[src/rtl/regfile_wb_arbiter_pkg.sv]
// Shared types and defaults for the register-file write-back arbiter.
package regfile_wb_arbiter_pkg;

  localparam int DATA_SIZE_DEF    = 32;
  localparam int ADDRESS_SIZE_DEF = 5;

  localparam logic REQ_ALU = 1'b0;
  localparam logic REQ_LSU = 1'b1;

  typedef enum logic [1:0] {
    ST_IDLE  = 2'd0,
    ST_ISSUE = 2'd1,
    ST_HOLD  = 2'd2
  } wb_state_e;

endpackage

[src/rtl/regfile_wb_arbiter_rr_arbiter2.sv]
// Two-way round-robin arbiter: one-hot grant from two valids, pointer moves
// past the winner on each advance strobe.
module rr_arbiter2
  import regfile_wb_arbiter_pkg::*;
(
  input  logic       clk,
  input  logic       rst_n,
  input  logic [1:0] valid,
  input  logic       advance,
  output logic [1:0] grant
);

  logic rr_ptr_q, rr_ptr_d;

  always_comb begin
    grant = valid;
    if (valid == 2'b11) begin
      grant = rr_ptr_q ? 2'b10 : 2'b01;
    end
    // ALU winning hands priority to LSU and vice versa
    rr_ptr_d = advance ? grant[REQ_ALU] : rr_ptr_q;
  end

  always_ff @(posedge clk or negedge rst_n) begin
    if (!rst_n) begin
      rr_ptr_q <= 1'b0;
    end else begin
      rr_ptr_q <= rr_ptr_d;
    end
  end

endmodule

[src/rtl/regfile_wb_arbiter.sv]
// Register-file write-port arbiter with one-entry staging register.
// Optional read bypass enabled by REGFILE_WB_ARB_BYPASS_EN.
//   state    | meaning
//   ST_IDLE  | stage empty
//   ST_ISSUE | stage valid, RegWEn driven
//   ST_HOLD  | stage valid, wr_hold high, RegWEn low
module regfile_wb_arbiter
  import regfile_wb_arbiter_pkg::*;
#(
  parameter int DATA_SIZE    = DATA_SIZE_DEF,
  parameter int ADDRESS_SIZE = ADDRESS_SIZE_DEF
) (
  input  logic                    clk,
  input  logic                    rst_n,
  input  logic                    wr_hold,
  input  logic                    req0_valid,
  input  logic                    req1_valid,
  output logic                    req0_ready,
  output logic                    req1_ready,
  input  logic [ADDRESS_SIZE-1:0] req0_addr,
  input  logic [ADDRESS_SIZE-1:0] req1_addr,
  input  logic [DATA_SIZE-1:0]    req0_data,
  input  logic [DATA_SIZE-1:0]    req1_data,
  output logic                    RegWEn,
  output logic [ADDRESS_SIZE-1:0] AddrD,
  output logic [DATA_SIZE-1:0]    DataD,
  output logic                    busy,
  input  logic [ADDRESS_SIZE-1:0] AddrA,
  input  logic [ADDRESS_SIZE-1:0] AddrB,
  input  logic [DATA_SIZE-1:0]    DataA_rf,
  input  logic [DATA_SIZE-1:0]    DataB_rf,
  output logic [DATA_SIZE-1:0]    DataA,
  output logic [DATA_SIZE-1:0]    DataB
);

  wb_state_e               state_q, state_d;
  logic [ADDRESS_SIZE-1:0] addr_q, addr_d;
  logic [DATA_SIZE-1:0]    data_q, data_d;
  logic                    reg_wen_q, reg_wen_d;
  logic [1:0]              grant;
  logic                    can_accept;
  logic                    accept;

  rr_arbiter2 u_rr (
    .clk     (clk),
    .rst_n   (rst_n),
    .valid   ({req1_valid, req0_valid}),
    .advance (accept),
    .grant   (grant)
  );

  always_comb begin
    can_accept = (state_q == ST_IDLE) || ((state_q == ST_ISSUE) && !wr_hold);
    accept     = can_accept && (grant != 2'b00);
    req0_ready = can_accept && grant[REQ_ALU];
    req1_ready = can_accept && grant[REQ_LSU];
    state_d    = state_q;
    addr_d     = addr_q;
    data_d     = data_q;
    if (accept) begin
      state_d = wr_hold ? ST_HOLD : ST_ISSUE;
      if (grant[REQ_LSU]) begin
        addr_d = req1_addr;
        data_d = req1_data;
      end else begin
        addr_d = req0_addr;
        data_d = req0_data;
      end
    end else begin
      case (state_q)
        ST_ISSUE: state_d = wr_hold ? ST_HOLD : ST_IDLE;
        ST_HOLD:  state_d = wr_hold ? ST_HOLD : ST_ISSUE;
        default:  state_d = ST_IDLE;
      endcase
    end
    // Pre-computed so RegWEn leaves a flop; equals ISSUE && !wr_hold_q && AddrD!=0
    reg_wen_d = (state_d == ST_ISSUE) && !wr_hold && (addr_d != '0);
  end

  always_ff @(posedge clk or negedge rst_n) begin
    if (!rst_n) begin
      state_q   <= ST_IDLE;
      addr_q    <= '0;
      data_q    <= '0;
      reg_wen_q <= 1'b0;
    end else begin
      state_q   <= state_d;
      addr_q    <= addr_d;
      data_q    <= data_d;
      reg_wen_q <= reg_wen_d;
    end
  end

  assign RegWEn = reg_wen_q;
  assign AddrD  = addr_q;
  assign DataD  = data_q;
  assign busy   = (state_q != ST_IDLE);

`ifdef REGFILE_WB_ARB_BYPASS_EN
  assign DataA = (busy && (AddrD == AddrA) && (AddrA != '0)) ? DataD : DataA_rf;
  assign DataB = (busy && (AddrD == AddrB) && (AddrB != '0)) ? DataD : DataB_rf;
`else
  logic unused_rd_addr;
  assign unused_rd_addr = ^{AddrA, AddrB};
  assign DataA = DataA_rf;
  assign DataB = DataB_rf;
`endif

endmodule

[config.mk]
export PLATFORM = sky130hd
export DESIGN_NAME = regfile_wb_arbiter
export DESIGN_NICKNAME = d
export VERILOG_FILES = /design/src/rtl/regfile_wb_arbiter_pkg.sv /design/src/rtl/regfile_wb_arbiter_rr_arbiter2.sv /design/src/rtl/regfile_wb_arbiter.sv
export SDC_FILE = /design/constraint.sdc
export NUM_CORES = 1
export LEC_CHECK = 0
export ABC_AREA = 0
export BUFFER_PORTS_ARGS = -buffer_cell sky130_fd_sc_hd__buf_2
export CAP_MARGIN = 20
export CELL_PAD_IN_SITES_DETAIL_PLACEMENT = 1
export CELL_PAD_IN_SITES_GLOBAL_PLACEMENT = 1
export CORE_UTILIZATION = 23
export DETAILED_ROUTE_END_ITERATION = 10
export PLACE_DENSITY_LB_ADDON = 0.1
export SLEW_MARGIN = 10
export SYNTH_ARGS = -nofsm -noshare
export SYNTH_HDL_FRONTEND = slang
export SYNTH_SLANG_ARGS = --single-unit
[constraint.sdc]
create_clock -name clk -period 2.2 [get_ports clk]
set_input_delay 0.11 -clock clk [delete_from_list [all_inputs] [get_ports clk]]
set_output_delay 0.11 -clock clk [all_outputs]
set_load 0.01 [all_outputs]
==> qor.txt <==
largest family of logic cells by synthesized area - buffers and inverters
number of max-cap violations - 0
Num CTS Buffers - 5
Slew @ Worst Pin - 620 ps
DR pass1 iterations - 3
register area share after synthesis - 42.1%
syn nets - 410
most common cell after layout, fill and taps aside - buf_2
vias in the first global route - 1921
routed vias - 1805
clk_lat worst skew - 290 ps
M2 GR Usage - 16.5%
worst r2r path cells - 7
CTS Hold Bufs - 1
clock skew - 3.25 ps
Placeable Area - 0.0103 mm2
FFs w/ async S/R, synth - 100%
Vias/cell - 4.03
met1 usage - 13.1%
DRT iter0 DRCs - 12
Post-Syn Instances - 254
Post-DRT Antenna Nets - 0
post-synthesis area per instance - 9.60 um2
dominant synthesized flop cell - dfrtp_1
Crit. End Element - register
Die ar. - 0.0110 mm2
Post-Synth Simple-Gate Area - 8.26%
most frequent cells in the layout - 119 x buf_2, 41 x dfrtp_1, 36 x nand2_1, 36 x o21ai_0, 35 x mux2i_1
Synth Register Bits - 41
clock sink count - 41
status - completed
Setup TNS Final - 0 ps
layout cells sized above 1 - 43.6%
Max rail drop VDD - 0.000291 V
Leakage - 1.53 nW
unrepaired setup endpoints after global routing - no
row cnt - 37
Post-synth EDFFs - 0
fin crit period - 1840 ps
initial antenna violation count - 0
n_diodes - 0
CP startpoint kind - register
Die Span X - 105 um
CP Capture Point - RegWEn
GRT Util Overall - 10.7%
Crit Path Max Fanout - 6
DP HPWL - 4.36 mm
Slew Viols, Final - 0
Worst Setup SP - state_q[1]
Final Wtd Congestion - 0.706
H-tree Lvls - 2
unique cell type count in the Yosys netlist - 23
I/O pin count - 258
crit path kind - reg2reg
mapped cell area - 0.00244 mm2
Critical Path RT - 2370 ps
Post-CTS Repair Setup Buffers - 0
Compound-Gate Fraction of Synth Area - 11.1%
Clock Tree Buf Depth - 2
Area growth, synth to finish - 15.9%
number of remaining DRC errors - 0
R2R Path End - RegWEn
post-synthesis xor/xnor area fraction - 0%
R2R setup slack - 360 ps
# resized after CTS - 0
CTS tree - yes
Ys Warns - 0
clock slew at reported path FFs - 80 ps
final hold violation count - 0
Avg WL per Cell - 12.6 um
HP Class - in2reg
Nets - 467
Die Y - 105 um
Pwr per Cell Area - 1050 mW/mm2
pin count of the biggest net entering global routing - 35
Synth Area in Adders - 1.54%
Slew HR - 58.7%
design area - 0.00282 mm2
global route overflow - 0
mux contribution to synthesized area - 14.4%
reg-to-reg startpoint - state_q[1]
effective utilization at floorplan - 23.7%
f_max - 0.543 GHz
busiest grt layer - met2
Root Buffer - clkbuf_8
IO Port Bufs - 119
final period utilization - 83.7%
placed cell areas - 0.00271 mm2
WP data arrival - 2020 ps
met3 usage - 4.30%
first-pass GRT wire length - 9.36 mm
Final setup violation count - 0
Routed WL - 5.64 mm
power by group:
part / internal (mW) / switching [mW] / total [mW] / leakage (nW)
Clock: 0.284 / 0.268 / 0.552 / 0.0542
Combinational: 0.509 / 0.690 / 1.20 / 0.974
Sequential: 1.06 / 0.149 / 1.21 / 0.500
Total: 1.85 / 1.11 / 2.96 / 1.53
sequential cells by signal, summed over array words and instances (netlist names):
name and count:
u_rr.rr_ptr_q 1, RegWEn 1, state_q 2, DataD 32
AddrD 5
synth_stat cells, types with 2 or more instances:
| cell | instances | area share [%] |
|---|---|---|
| o21ai_1 | 2 | 0.41 |
| buf_2 | 8 | 1.6 |
| o32a_1 | 2 | 0.82 |
| nor2b_1 | 2 | 0.51 |
| o21ai_0 | 36 | 7.4 |
| inv_1 | 3 | 0.46 |
| clkbuf_1 | 2 | 0.31 |
| mux2i_1 | 35 | 14 |
| ha_1 | 3 | 1.5 |
| buf_4 | 65 | 20 |
| nor2_1 | 9 | 1.4 |
| dfrtp_1 | 41 | 42 |
| nand2_1 | 36 | 5.5 |
worst max-delay path: stages (launching register included):
cell and delay [ps]:
dfrtp_1 380, inv_1 80, ha_1 160, nor2b_1 300, nor2_1 180, nor2_1 190, o22ai_1 120, o41a_1 320
per-stage QoR:
| stage | power [mW] | hold WS, ps | utilization (%) | std cells | setup slack, ps |
|---|---|---|---|---|---|
| finish | 2.96 | 21.8 | 27.5 | 448 | 358 |
| global route | 3.25 | 19.3 | 27.5 | 448 | 211 |
| CTS | 3.05 | 8.66 | 27.5 | 448 | 332 |
| detailed placement | 2.47 | 171 | 26.4 | 439 | 345 |
| global placement | 2.45 | 175 | 26.4 | 439 | 411 |
| floorplan | 2.02 | -186 | - | 254 | 578 |
how the worst min path moves through the flow:
| stage | startpoint | to | slack [ps] | depth (start not counted) |
|---|---|---|---|---|
| 2_1_floorplan | rst_n | AddrD[0] | -190 | 0 |
| 3_3_place_gp | rst_n | AddrD[1] | 170 | 1 |
| 3_5_place_dp | rst_n | AddrD[2] | 170 | 1 |
| 4_1_cts | wr_hold | state_q[0] | 9 | 2 |
| 5_1_grt | wr_hold | state_q[0] | 20 | 2 |
| 6_report | wr_hold | state_q[0] | 20 | 2 |
kinds of logic (layout without fill, tap and decap cells):
group | after synthesis | count (layout)
simple gates | 49 | 49
compound gates | 47 | 47
buf+inv | 79 | 137
flops | 41 | 41
mux | 35 | 35
fa+ha+maj | 3 | 3
final cells by class:
type / instances / area [um2]
Clock buffer: 7 / 96.3
Inverter: 4 / 15.0
Fill cell: 1249 / 7450
Tap cell: 136 / 170
Multi-Input combinational cell: 134 / 868
Sequential cell: 41 / 1030
Clock inverter: 1 / 5.00
Timing Repair Buffer: 125 / 643
metal layers:
layer,vias to the layer above,share of wire (%)
met5,-,0
met1,797,44
li1,897,-
met4,0,1.8
met3,20,9.9
met2,91,44
Power figures use the tool's default switching activity.
